--- config.mk ---
export PLATFORM = sky130hd
export DESIGN_NAME = uart_tx_scheduler
export DESIGN_NICKNAME = d
export VERILOG_FILES = /design/src/rtl/uart_ctrl_pkg.sv /design/src/rtl/uart_tx_scheduler.sv
export SDC_FILE = /design/constraint.sdc
export NUM_CORES = 1
export LEC_CHECK = 0
export CAP_MARGIN = 20
export CORE_MARGIN = 2
export CORE_UTILIZATION = 24
export DETAILED_ROUTE_END_ITERATION = 16
export PLACE_DENSITY = 0.41
export SYNTH_ARGS = -nofsm -noshare
export SYNTH_HDL_FRONTEND = slang
export SYNTH_SLANG_ARGS = --single-unit
--- constraint.sdc ---
create_clock -name clk -period 5.55 [get_ports clk]
set_clock_uncertainty 0.05 [all_clocks]
set_input_delay 0.8325 -clock clk [delete_from_list [all_inputs] [get_ports clk]]
set_output_delay 0.8325 -clock clk [all_outputs]
set_load 0.005 [all_outputs]
--- src/rtl/uart_ctrl_pkg.sv ---
// Shared definitions for the UART transmit scheduler: FSM encoding, counter widths
// and default timing parameters.
package uart_ctrl_pkg;

    typedef enum logic [2:0] {
        IDLE     = 3'd0,
        READ     = 3'd1,
        LOAD     = 3'd2,
        START    = 3'd3,
        WAIT_ACK = 3'd4,
        WAIT_TX  = 3'd5,
        GAP      = 3'd6
    } state_t;

    localparam int CNT_W      = 8;
    localparam int BYTE_CNT_W = 16;

    localparam logic [CNT_W-1:0] GAP_CYCLES_DEF  = 8'd16;
    localparam logic [CNT_W-1:0] ACK_TIMEOUT_DEF = 8'd8;

endpackage

--- src/rtl/uart_tx_scheduler.sv ---
// Pops bytes from a registered-read FIFO and hands them one at a time to a UART
// transmitter, with acknowledge timeout and a fixed inter-frame gap.
module uart_tx_scheduler
    import uart_ctrl_pkg::*;
#(
    parameter logic [CNT_W-1:0] GAP_CYCLES  = GAP_CYCLES_DEF,
    parameter logic [CNT_W-1:0] ACK_TIMEOUT = ACK_TIMEOUT_DEF
) (
    input  logic                  clk,
    input  logic                  rst,
    input  logic                  en_i,
    input  logic [7:0]            fifo_data_i,
    input  logic                  fifo_empty_i,
    output logic                  fifo_n_re_o,
    input  logic                  tx_busy_i,
    output logic [7:0]            tx_data_o,
    output logic                  tx_start_o,
    output logic                  busy_o,
    output logic [BYTE_CNT_W-1:0] byte_cnt_o,
    output logic                  ack_err_o
);

    state_t           state;
    state_t           state_nx;
    logic [CNT_W-1:0] cnt;
    logic             frame_done;
    logic             ack_timeout;

    always_comb begin
        state_nx    = state;
        frame_done  = 1'b0;
        ack_timeout = 1'b0;
        case (state)
            IDLE: begin
                if (en_i && !fifo_empty_i && !tx_busy_i) state_nx = READ;
            end
            READ:  state_nx = LOAD;
            LOAD:  state_nx = START;
            START: state_nx = WAIT_ACK;
            WAIT_ACK: begin
                if (tx_busy_i) begin
                    state_nx = WAIT_TX;
                end else if (cnt >= ACK_TIMEOUT - 8'd1) begin
                    ack_timeout = 1'b1;
                    state_nx    = (GAP_CYCLES == '0) ? IDLE : GAP;
                end
            end
            WAIT_TX: begin
                if (!tx_busy_i) begin
                    frame_done = 1'b1;
                    state_nx   = (GAP_CYCLES == '0) ? IDLE : GAP;
                end
            end
            GAP: begin
                if (cnt >= GAP_CYCLES - 8'd1) state_nx = IDLE;
            end
            default: state_nx = IDLE;
        endcase
    end

    // Strobes are registered from the next state so they line up exactly with READ/START.
    always_ff @(posedge clk or negedge rst) begin
        if (!rst) begin
            state       <= IDLE;
            cnt         <= '0;
            fifo_n_re_o <= 1'b1;
            tx_start_o  <= 1'b0;
            tx_data_o   <= '0;
            byte_cnt_o  <= '0;
            ack_err_o   <= 1'b0;
        end else begin
            state <= state_nx;
            if (state_nx != state) begin
                cnt <= '0;
            end else if (cnt != '1) begin
                cnt <= cnt + 8'd1;
            end
            fifo_n_re_o <= (state_nx != READ);
            tx_start_o  <= (state_nx == START);
            if (state == LOAD) tx_data_o <= fifo_data_i;
            if (frame_done)    byte_cnt_o <= byte_cnt_o + 16'd1;
            if (ack_timeout)   ack_err_o <= 1'b1;
        end
    end

    assign busy_o = (state != IDLE);

endmodule

### Word level (Yosys, flattened, before mapping)

Cells that the tools add are included.

* register bits after elaboration: 38

* reduce and logical (&&, ||, !) cells: 7
* magnitude comparators: 2
* muxes and demuxes: 13
* equality and inequality tests: 10
* add/sub/neg operators: 2

Operators by type and width (count)
* $pmux 3 s7: 1
* $add 16x1->16 const B: 1
* $mux 8: 2
* $mux 3: 5
* $eq 3x2->1 const B: 3
* $eq 3x3->1 const B: 3
* $add 8x1->8 const B: 1
* $ge 8x3->1 const B: 1
* $ge 8x4->1 const B: 1
* $ne 8x8->1 const B: 1
* $mux 1: 5
* $eq 3x1->1 const B: 1
* $logic_not 3->1: 1
* $ne 3x1->1 const B: 1
* $ne 3x3->1: 1
* $reduce_bool 3->1: 1
* $logic_and 1x1->1: 2
* $logic_not 1->1: 2
* $reduce_bool 2->1: 1

### Longest topological paths before layout

* word-level depth: 7
* gate-level depth with buffers: 7
* depth with buffers taken out: 6

### Worst setup path after synthesis

OpenSTA, ideal clock, no wires.

* kind: input-to-reg
* start point: input tx_busy_i
* end point: register cnt[1]
* arrival time: 1.912 ns
* stages: 5
* setup slack: 3.501 ns
* setup time: 0.087 ns
* buffers on the path: 0
* data required time: 5.413 ns
* cell sequence: nor4b_1 o31a_1 o22ai_2 a21o_2 a211oi_2

* longest elaborated chain between the ends: 6
* elaborated cells on any way between the ends: 9
* classes of those cells: eq/ne (1); mux (5); reduce/logical (3)

RTL lines
* start, declared: RTL line uart_tx_scheduler.sv:15 `input logic tx_busy_i,`
* $logic_not 1->1
* $logic_and 1x1->1: RTL line uart_tx_scheduler.sv:35 `if (en_i && !fifo_empty_i && !tx_busy_i) state_nx = READ;`
* $mux 3: RTL line uart_tx_scheduler.sv:35
* $pmux 3 s7 *: RTL line uart_tx_scheduler.sv:33 `case (state)`
* $ne 3x3->1 *: RTL line uart_tx_scheduler.sv:73 `if (state_nx != state) begin`
* $mux 8 or $reduce_bool 2->1 (tied branches)
* end signal, assigned: RTL line uart_tx_scheduler.sv:76 `cnt <= cnt + 8'd1;`
* end, declared: RTL line uart_tx_scheduler.sv:25 `logic [CNT_W-1:0] cnt;`

Every way passes the cells marked *; elsewhere a longest branch is shown, timed or not.
A chain may end at the register's enable or synchronous reset.

### Final worst setup path

* start point: register state[0]
* end point: output busy_o

* longest elaborated chain between the ends: 1

RTL lines
* start, declared: RTL line uart_tx_scheduler.sv:23 `state_t state;`
* start signal, assigned: RTL line uart_tx_scheduler.sv:72 `state <= state_nx;`
* $reduce_bool 3->1: RTL line uart_tx_scheduler.sv:86 `assign busy_o = (state != IDLE);`
* end, declared: RTL line uart_tx_scheduler.sv:18 `output logic busy_o,`

Every way passes these cells.

==> impl_metrics.yaml <==
route:
  totalWireLength_um: 3917
  vias: 1373
  routed_wire_length_per_instance_um: 13.10
  post_drt_via_cell_ratio: 4.592
  detail_route.drc_violations: 0
  firstDrtPassIters: 4
  drt_first_iter_violations: 51
  drtAntennaViolNets: 0
floorplan:
  boundaryPins: 41
  die_height_um: 90.01
  die-area_sq_um: 8102
  fp-row-count: 31
  core_sq_um: 7214
  chipWidth_um: 90.01
  initial_core_util_pct: 24.61
yosys:
  synth.net_count: 173
  ys_seq_area_share_pct: 53.63
  asyncSetResetFlopFracSynth_pct: 100.0
  synth_top_area_share_pct: 52.15
  synth_seq_cells: 38
  netlist_top_cells_area: "dfrtp_1 (52%), mux2_2 (5.7%), xnor2_1 (5.4%), nand2_1 (3.0%), nand3_1 (2.8%)"
  synth_edf_count: 0
  cell_area_after_synthesis_sq_um: 1775
  synth.avg_cell_area_sq_um: 11.24
  synth_ff_type: "dfrtp_1"
  syn-instance-count: 158
  yosys_warnings: 0
  synth.lib_cells_used.distinct: 42
  yosys.area.top_type: "dfrtp_1"
critical_path:
  reg2reg_setup_slack_ns: 3.47
  worst_setup_path_end_kind: "output pin"
  slowest_delay_ns: 0.49
  critical_path.reg2reg.endpoint: "cnt[6]"
  critical_path_class: "reg -> out"
  worstPathCellList: "or3_1 > clkdlybuf4s50_1"
  worstPathRequired_ns: 4.67
  reg2reg_from: "cnt[7]"
  worstRegToRegCells: 5
  worst_path_max_delay_cell: "dfrtp_1"
  worst_setup_path_start_kind: "register"
  cp_max_fo: 12
  worst_ep_arrival_time_ns: 1.65
cts:
  cts_inserted_buffers: 5
  cts.sink_count: 38
  clk_pin_slew_ns: 0.08
  cts_root_buffer: "clkbuf_8"
  clock_insertion_delay_worst_skew_ns: 0.29
  holdBufCountCts: 0
  tritoncts: "built"
  clock_path_buffers: 2
  post-cts-setup-buffers: 0
  number_of_cells_upsized_or_downsized_after_cts: 0
  cts-htree-levels: 2
sta:
  timing.setup.tns_ns: 0
  report.final.slew_viol_count: 0
  worstMarginPinSlew_ns: 0.8717
  rsz0062_at_grt: "no"
  fmaxAchievable_mhz: 394.3
  slew_headroom_pct: 41.89
  hold_viol_final: 0
  post-route-min-period_ns: 2.536
  hold-worst-slack_ns: 0.4373
  setup-violations-final: 0
  final_min_period_over_clock_period_pct: 45.70
grt:
  first_global_vias: 1353
  grt_antenna_before_repair: 0
  grt_max_degree: 39
  groute.usage.overall_pct: 10.04
  grt_remaining_overflow: 0
  grt_pass1_wl_um: 6527
pwr:
  final_total_power_mw: 0.9629
  power.density_nw_per_um2: 403.8
  cellLeakagePower_nw: 1.015
  ir_drop_mv: 0.1153
placement:
  dp_hpwl_um: 2834
  place_congestion: 0.7450
  numPortBuffers: 40
final_layout:
  antenna-diode-count: 0
  drive_above_1_share_pct: 14.00
  most_common_cell_after_layout_fill_and_taps_aside: "clkdlybuf4s50_1"
  area_growth_syn_to_layout_pct: 34.32
  final_core_utilization_pct: 33.06
  num-nets-final: 215
  layout.cells.most_common_list: "clkdlybuf4s50_1 (39), dfrtp_1 (37), nand2_1 (14), xnor2_1 (11), nand3_1 (10)"
worst_hold_path:
  worstHoldPathType: "reg -> reg"
  hold_path.startpoint: "byte_cnt_o[15]"
  worst_hold_path.num_cells: 1
  min_to: "byte_cnt_o[15]"
outcome:
  outcome: "complete, no violations"
flow_run:
  max_cap_violations: 0
layout make-up:
cell class | instances | area (sq um)
inverter | 4 | 15.01
clock buffer | 6 | 82.58
sequential | 38 | 952.2
tap | 99 | 123.9
multi-input combinational | 111 | 785.8
timing repair buffer | 40 | 395.4
clock inverter | 1 | 30.03
fill | 754 | 4830
worst max-delay path, delay by kind of cell, from the launching register on:
family / cells / cell delay [ns]
simple gates: 1 / 0.41
flops: 1 / 0.49
buf+inv: 1 / 0.46
state kept, by name, indices dropped and copies added, names as in the netlist:
register	count
cnt	8
tx_data_o	8
fifo_n_re_o	1
byte_cnt_o	16
state	3
ack_err_o	1
tx_start_o	1
kinds of logic after synthesis:
| logic type | count (synthesis) | synth area share [%] |
|---|---|---|
| multiplexers | 12 | 7.400 |
| AND/OR/NAND/NOR | 59 | 18.46 |
| adder cells (fa/ha/maj) | 2 | 1.409 |
| flip-flops | 38 | 53.63 |
| XOR/XNOR | 16 | 7.893 |
| buffers and inverters | 9 | 2.114 |
| AO/OA/AOI/OAI | 22 | 9.091 |
per-layer routing:
layer | up-vias | part of all wire, % | track usage (%)
li1 | 645 | - | -
met2 | 38 | 48 | 16.35
met1 | 681 | 44 | 11.99
met3 | 9 | 4.6 | 3.018
met5 | - | 0 | 0
met4 | 0 | 2.7 | 5.128
synthesized netlist by cell type (2+ instances only):
library cell	n
a21oi_1	7
and3_1	6
buf_2	3
clkbuf_1	2
dfrtp_1	37
ha_1	2
inv_1	4
mux2_2	9
mux2i_1	3
nand2_1	14
nand2b_1	2
nand3_1	10
nand4_1	4
nor2_1	6
nor2b_1	2
nor3_1	3
o211ai_1	3
o21ai_0	2
or2_2	2
xnor2_1	11
xor2_1	5
metrics by stage:
| step | cell area (sq um) | cells | setup slack (ns) |
|---|---|---|---|
| after floorplan | 1775 | 158 | 3.501 |
| after global placement | 2272 | 292 | 2.844 |
| after detailed placement | 2272 | 292 | 2.781 |
| after CTS | 2385 | 299 | 2.988 |
| after global routing | 2385 | 299 | 2.912 |
| final | 2385 | 299 | 3.014 |
power by group:
part	switching, mW	total [mW]	internal [mW]
clock	0.101	0.245	0.144
combinational	0.132	0.314	0.183
sequential	0.0633	0.404	0.341
total	0.296	0.963	0.667
how the worst max path moves through the flow:
stage	start	endpoint
finish	state[0]	busy_o
global route	state[0]	busy_o
CTS	state[0]	busy_o
detailed placement	tx_busy_i	cnt[1]
global placement	tx_busy_i	byte_cnt_o[14]
floorplan	tx_busy_i	cnt[1]
(Power assumes the default switching activity.)
